$ cat config.mk
export PLATFORM = sky130hd
export DESIGN_NAME = clz_iter_unit_flat
export DESIGN_NICKNAME = d
export VERILOG_FILES = /design/src/rtl/clz_iter_unit_if.sv /design/src/rtl/clz_iter_unit.sv /design/src/flat_wrapper.sv
export SDC_FILE = /design/constraint.sdc
export NUM_CORES = 1
export LEC_CHECK = 0
export CAP_MARGIN = 20
export CELL_PAD_IN_SITES_DETAIL_PLACEMENT = 1
export CELL_PAD_IN_SITES_GLOBAL_PLACEMENT = 1
export CORE_MARGIN = 5
export CORE_UTILIZATION = 30
export CTS_CLUSTER_DIAMETER = 30
export DETAILED_ROUTE_END_ITERATION = 7
export HOLD_SLACK_MARGIN = 0.05
export PLACE_DENSITY = 0.86
export SETUP_SLACK_MARGIN = 0.3
export SYNTH_ARGS = -nofsm -noshare
export SYNTH_HDL_FRONTEND = slang
export SYNTH_SLANG_ARGS = --single-unit
$ cat constraint.sdc
create_clock -name clk -period 1.99 [get_ports clk]
set_input_delay 0.398 -clock clk [delete_from_list [all_inputs] [get_ports clk]]
set_output_delay 0.398 -clock clk [all_outputs]
set_load 0.02 [all_outputs]
$ cat src/rtl/clz_iter_unit_if.sv
// rtl/clz_iter_unit_if.sv - handshake bundle for the iterative clz/clo unit
//
// Purpose: groups the request/result signals of clz_iter_unit.
// Ports (signals):
//   start    : request, driven by master
//   mode     : 0 = leading zeros, 1 = leading ones, driven by master
//   data_in  : operand [WIDTH-1:0], driven by master
//   busy     : scan in progress, driven by slave
//   done     : one-cycle result-valid pulse, driven by slave
//   data_out : result [OUT_W-1:0], driven by slave
interface clz_iter_unit_if #(
  parameter int WIDTH = 32,
  parameter int OUT_W = 32
) ();
  logic             start;
  logic             mode;
  logic [WIDTH-1:0] data_in;
  logic             busy;
  logic             done;
  logic [OUT_W-1:0] data_out;

  modport master (
    output start, mode, data_in,
    input  busy, done, data_out
  );

  modport slave (
    input  start, mode, data_in,
    output busy, done, data_out
  );
endinterface

$ cat src/rtl/clz_iter_unit.sv
// rtl/clz_iter_unit.sv - iterative count-leading-zeros/ones unit, CHUNK bits per cycle
//
// Purpose: scans the operand MSB-first one CHUNK-bit slice per clock and stops
// on the first slice holding a significant bit. Leading-ones mode inverts the
// operand on capture so the same zero-scan datapath serves both.
// Ports:
//   clk : clock, rising edge
//   rst : synchronous active-high reset
//   bus : clz_iter_unit_if slave (start/mode/data_in in, busy/done/data_out out)
module clz_iter_unit #(
  parameter int WIDTH = 32,
  parameter int CHUNK = 8,
  parameter int OUT_W = 32
) (
  input  logic            clk,
  input  logic            rst,
  clz_iter_unit_if.slave  bus
);

  localparam int NSLICE = WIDTH / CHUNK;
  localparam int CW     = $clog2(WIDTH) + 1;
  // One extra bit keeps the index non-degenerate when a single slice covers WIDTH.
  localparam int IW     = $clog2(NSLICE) + 1;

  typedef enum logic [1:0] {IDLE, SCAN, DONE} state_t;

  state_t            state;
  state_t            state_nxt;
  logic [WIDTH-1:0]  sh;
  logic [CW-1:0]     cnt;
  logic [CW-1:0]     lz;
  logic [IW-1:0]     idx;
  logic [CHUNK-1:0]  slice;
  logic              slice_zero;
  logic              last_slice;
  logic              accept;

  assign slice      = sh[WIDTH-1 -: CHUNK];
  assign slice_zero = (slice == '0);
  assign last_slice = (idx == IW'(NSLICE - 1));
  // DONE accepts a new request exactly like IDLE, giving back-to-back operation.
  assign accept     = bus.start && ((state == IDLE) || (state == DONE));

  // Leading zeros inside the current slice; the highest set bit is visited
  // last, so it decides the value. Only used when the slice is nonzero.
  always_comb begin
    lz = '0;
    for (int i = 0; i < CHUNK; i++) begin
      if (slice[i]) lz = CW'(CHUNK - 1 - i);
    end
  end

  // State register
  always_ff @(posedge clk) begin
    if (rst) state <= IDLE;
    else     state <= state_nxt;
  end

  // Next-state logic
  always_comb begin
    state_nxt = state;
    case (state)
      IDLE:    if (accept) state_nxt = SCAN;
      SCAN:    if (!slice_zero || last_slice) state_nxt = DONE;
      DONE:    state_nxt = accept ? SCAN : IDLE;
      default: state_nxt = IDLE;
    endcase
  end

  // Outputs decoded from state
  always_comb begin
    bus.busy = (state == SCAN);
    bus.done = (state == DONE);
  end

  // Scan datapath and result register
  always_ff @(posedge clk) begin
    if (rst) begin
      sh           <= '0;
      cnt          <= '0;
      idx          <= '0;
      bus.data_out <= '0;
    end else if (accept) begin
      sh  <= bus.mode ? ~bus.data_in : bus.data_in;
      cnt <= '0;
      idx <= '0;
    end else if (state == SCAN) begin
      if (!slice_zero) begin
        bus.data_out <= OUT_W'(cnt + lz);
      end else if (last_slice) begin
        bus.data_out <= OUT_W'(WIDTH);
      end else begin
        cnt <= cnt + CW'(CHUNK);
        sh  <= sh << CHUNK;
        idx <= idx + IW'(1);
      end
    end
  end

endmodule
$ cat src/flat_wrapper.sv
// flat-port wrapper written by rule: the top's interface ports become plain ports
module clz_iter_unit_flat 
#(
  parameter int WIDTH = 32,
  parameter int CHUNK = 8,
  parameter int OUT_W = 32
)
  (clk, rst, bus_start, bus_mode, bus_data_in, bus_busy, bus_done, bus_data_out);
  clz_iter_unit_if #(.WIDTH(WIDTH), .OUT_W(OUT_W)) bus_i ();
  input  logic clk;
  input  logic rst;
  input wire logic [$bits(bus_i.start)-1:0] bus_start;
  input wire logic [$bits(bus_i.mode)-1:0] bus_mode;
  input wire logic [$bits(bus_i.data_in)-1:0] bus_data_in;
  output wire logic [$bits(bus_i.busy)-1:0] bus_busy;
  output wire logic [$bits(bus_i.done)-1:0] bus_done;
  output wire logic [$bits(bus_i.data_out)-1:0] bus_data_out;
  assign bus_i.start = bus_start;
  assign bus_i.mode = bus_mode;
  assign bus_i.data_in = bus_data_in;
  assign bus_busy = bus_i.busy;
  assign bus_done = bus_i.done;
  assign bus_data_out = bus_i.data_out;
  clz_iter_unit #(.WIDTH(WIDTH), .CHUNK(CHUNK), .OUT_W(OUT_W)) u_core (.clk(clk), .rst(rst), .bus(bus_i));
endmodule
---- Word level (Yosys, flattened, before mapping) ----
Cells that the tools add are included.
cells by class
  bitwise logic cells ..................... 3
  equal/unequal tests ..................... 7
  multiplexer cells ....................... 19
  add/sub/neg operators ................... 3
  reduce and logical (&&, ||, !) cells .... 13
operators by type and width
  kind                   number
  $mux W32               7
  $mux W6                7
  $not A32 Y32           1
  $reduce_and A3 Y1      3
  $logic_not A8 Y1       1
  $add A6 B6 Y7          1
  $add A6 B4 Y6 const B  1
  $pmux W2 S3            1
  $mux W2                2
  $ne A2 B1 Y1 const B   2
  $ne A2 B2 Y1 const B   2
  $reduce_bool A2 Y1     2
  $add A3 B1 Y3 const B  1
  $eq A3 B2 Y1 const B   1
  $mux W3                1
  $eq A2 B1 Y1 const B   1
  $eq A2 B2 Y1 const B   1
  $logic_not A2 Y1       1
  $logic_or A1 B1 Y1     2
  $not A1 Y1             2
  $reduce_and A2 Y1      1
  $reduce_or A2 Y1       1
  $logic_and A1 B1 Y1    1
  $logic_not A1 Y1       1
  $mux W1                1
storage, ports and cells
  output and inout bits ................... 34
  flip-flop bits (word level) ............. 75
  input port bits ......................... 36
  logic and storage cells ................. 50

---- Logic depth before layout (Yosys ltp) ----
Gate-level depths: netlist of the first run.
  word-level depth ........................ 10
  depth in mapped cells ................... 7
  depth with buffers taken out ............ 5

---- Worst setup path after synthesis of the first run ----
OpenSTA, ideal clock, no wires.
  path type ............................... register to register
  start point ............................. register u_core.sh[24]
  end point ............................... register u_core.sh[1]
  required time ........................... 1.862 ns
  buffers on the path ..................... 3
  cell stages (with the launch flop) ...... 8
  data arrival time ....................... 1.970 ns
  clock period less this slack ............ 2.098 ns
  setup slack ............................. -0.108 ns
  library setup time ...................... 0.128 ns
  cell sequence ........................... dfxtp_1 > or4_1 > buf_2 > or4_4 > buf_6 > clkbuf_1 > a31oi_1 > nor2_1
on the way
  longest elaborated chain between the ends .. 3
ends and longest elaborated chain
  what                          RTL line             source
  from (decl)                   clz_iter_unit.sv:29  logic [WIDTH-1:0] sh;
  from (signal assigned)        clz_iter_unit.sv:84  sh <= bus.mode ? ~bus.data_in : bus.data_in;
  from (signal assigned)        clz_iter_unit.sv:94  sh <= sh << CHUNK;
  $logic_not A8 Y1              clz_iter_unit.sv:39  assign slice_zero = (slice == '0);
  $reduce_bool A2 Y1 (no line)  --
  $reduce_and A3 Y1 (no line)   --
No other way between the ends.
A chain may end at the register's enable or synchronous reset.

---- Worst setup path after layout of the first run ----
  start point ............................. register u_core.sh[30]
  end point ............................... register u_core.cnt[5]
on the way
  longest elaborated chain between the ends .. 2
ends and longest elaborated chain
  what                         RTL line             source
  $logic_not A8 Y1             clz_iter_unit.sv:39
  $reduce_and A3 Y1 (no line)  --
  to (signal assigned)         clz_iter_unit.sv:93  cnt <= cnt + CW'(CHUNK);
  to (decl)                    clz_iter_unit.sv:30  logic [CW-1:0] cnt;
No other way between the ends.

==> results of run 1 <==
## cell type report
| class | count | area [µm²] | share of cell area [%] |
|---|---|---|---|
| Clock inverter | 3 | 25.0 | 0.775 |
| Multi-Input combinational cell | 233 | 1360 | 42.2 |
| Inverter | 4 | 15.0 | 0.465 |
| Timing Repair Buffer | 66 | 702 | 21.7 |
| Tap cell | 102 | 128 | 3.95 |
| Sequential cell | 46 | 926 | 28.7 |
| Clock buffer | 5 | 68.8 | 2.13 |
## stage by stage
| stage | cells | setup TNS (ns) |
|---|---|---|
| 2_1_floorplan | 332 | -0.216 |
| 3_3_place_gp | 439 | 0 |
| 3_5_place_dp | 439 | -0.0237 |
| 4_1_cts | 454 | 0 |
| 5_1_grt | 459 | -0.370 |
| 6_report | 459 | 0 |
## final timing paths
path | start | endpoint | slack [ns] | cells past startpoint
min reg2reg | u_core.bus.data_out[1]$_SDFFE_PP0P_ | u_core.bus.data_out[1]$_SDFFE_PP0P_ | 0.45 | 2
max reg2reg | u_core.sh[30]$_SDFFE_PP0P_ | u_core.cnt[5]$_SDFFE_PP0P_ | 0.01 | 4
max | u_core.sh[30]$_SDFFE_PP0P_ | u_core.cnt[5]$_SDFFE_PP0P_ | 0.01 | 4
min | u_core.bus.data_out[1]$_SDFFE_PP0P_ | u_core.bus.data_out[1]$_SDFFE_PP0P_ | 0.45 | 2
## state kept, by name, indices dropped and copies added (netlist names)
register,count
u_core.sh,32
u_core.bus.data_out,6
u_core.cnt,3
u_core.idx,3
u_core.state,2
## cells in the mapped netlist (4+ instances only)
master,number
a21oi_1,23
a311oi_1,16
a31oi_1,8
buf_4,26
clkbuf_1,16
dfxtp_1,46
inv_1,4
nand2_1,46
nor2_1,52
o21ai_0,4
xnor2_1,18
xor2_1,16
## repair_timing
item | in CTS | in global routing
setup endpoints to repair | 48 | 48
pin swaps | 4 | 15
endpoints found under the hold margin | 0 | 0
cloned | 0 | 3
buffers inserted | 7 | 2
resized for setup | 18 | 16
## layer usage
| metal | up-vias | track usage, % | part of all wire, % |
|---|---|---|---|
| met5 | - | 0 | 0 |
| met4 | 0 | 4.94 | 1.7 |
| met3 | 9 | 3.51 | 5.3 |
| met2 | 65 | 22.0 | 51 |
| met1 | 1027 | 15.2 | 41 |
| li1 | 1066 | - | - |
## cells by family (layout without fill, tap and decap cells)
logic type                 Yosys count  in the layout  synth area share (%)
AOI/OAI and AO/OA                   59             59                  16.1
and+or+nand+nor                    111            111                  18.8
DFF                                 46             46                  38.2
adders and majority gates            3              3                  1.56
other                                1             26                 0.156
buffers and inverters               53             78                  12.8
xor gates and xnor gates            34             34                  12.4
## report_power, final
part / internal, mW / switching [mW] / leakage [nW] / total, mW
clock: 0.254 / 0.343 / 0.0447 / 0.597
combinational: 0.298 / 0.334 / 0.825 / 0.632
sequential: 0.993 / 0.0475 / 0.379 / 1.04
total: 1.54 / 0.724 / 1.25 / 2.27
## worst max-delay path, cell delays in order, from the launching register on
cell,delay [ns]
dfxtp_2,0.33
or4_4,0.57
or4_4,0.55
or3_1,0.35
a21oi_2,0.12
==> out/metrics.csv, run 1 <==
stage,metric,value,unit
drt,num_vias,2167,
worst_setup_path,critPathKind,flip-flop to flip-flop,
timing,period_share,99.5,%
clocking,cts_tree,yes,
clocking,htree_levels,2,
clocking,clockBufferDepth,2,
final_layout,final_common_cell,nor2_1,
timing,clock.fmax,505,MHz
place,placed_cell_area,2910,µm²
synth,synth_top_flop_cell,dfxtp_1,
synth,ys_seq_area_share,38.2,%
final_layout,layout-drive-gt1-share,15.7,%
worst_setup_path,required,2.23,ns
synth,ys_ff_latch,46,
synth,synth_cell_type_count,30,
timing,min_period,1.98,ns
power,pwr_density_cell,703,nW/µm²
drt,ant_nets,0,
synth,mappedNetlistArea,2410,µm²
timing,postLayoutSetupSlackWorst,0.00989,ns
clocking,cts_buffers,5,
worst_setup_path,cp_max_fo,3,
floorplanning,rows,32,
timing,skew,0.00359,ns
clocking,clock-sinks,46,
final_layout,nets,395,
place,io_buffers,43,
drt,wl_per_cell,14.7,µm
power,cellLeakagePower,1.25,nW
synth,synth_top_area_share,38.2,%
global_route,grt_pass1_wl,10.3,mm
timing,fin_hold_ws,0.454,ns
global_route,grtUsageTotal,12.8,%
final_layout,final_cell_mix,"nor2_1, nand2_1, dfxtp_1",
drt,wirelength,6.75,mm
floorplanning,fp.dieW,99.6,µm
floorplanning,ios,70,
global_route,grt_remaining_overflow,0,
floorplanning,dieHeight,99.6,µm
floorplanning,start_util,31.0,%
worst_hold_path,hp-class,flip-flop to flip-flop,
timing,slew_viol_final,0,
place,gp_congestion,0.820,
global_route,grt_max_degree,66,
synth,synthArstFlopShare,0,%
synth,synth_top_area_cell,dfxtp_1,
clocking,clk_pin_slew_worst_paths,0.09,ns
global_route,antenna_found_initial,0,
power,peakVddDrop,0.331,mV
drt,viasPerCell,4.72,
clocking,hold_buffers,0,
final_layout,final_area,3230,µm²
synth,ys_top_cells_by_area,"dfxtp_1, buf_4, nor2_1",
synth,synthCells,307,
final_layout,n_antenna_cell,0,
synth,synth_edf_count,0,
status,status,completed,
place,dp_slack,-0.0197,ns
final_layout,fill_cells,955,
final_layout,fin_util,41.6,%
timing,rsz0062_at_grt,yes,
place,hpwl,4.51,mm
clocking,clk_latency,0.30,ns
drt,dr.pass1.iters,4,
run,max_cap_viol_count,0,
worst_setup_path,cp-end-kind,flip-flop,
floorplanning,core-area,7770,µm²
drt,drt_iter0_drc,88,
global_route,grt_pass1_vias,2221,
power,power,2.27,mW
synth,yosysWarnings,0,
worst_setup_path,crit_arrival,2.22,ns
final_layout,syn_to_final_growth,34.0,%
floorplanning,die_area,9930,µm²
timing,final_hold_viol_count,0,
worst_setup_path,startpoint_type,flip-flop,
drt,drc_errors,0,
timing,finalSetupViolations,0,
synth,avgSynthCellArea,7.85,µm²
clocking,cts-root-buf,clkbuf_8,
(Power assumes the default switching activity.)
==> inputs of run 2 (changes only) <==
GPL_ROUTABILITY_DRIVEN = 1   (was unset)
HOLD_SLACK_MARGIN = 0.12   (was 0.05)
==> results of run 2 <==
The final DEF is identical to that of run 1; final timing and power are the same.
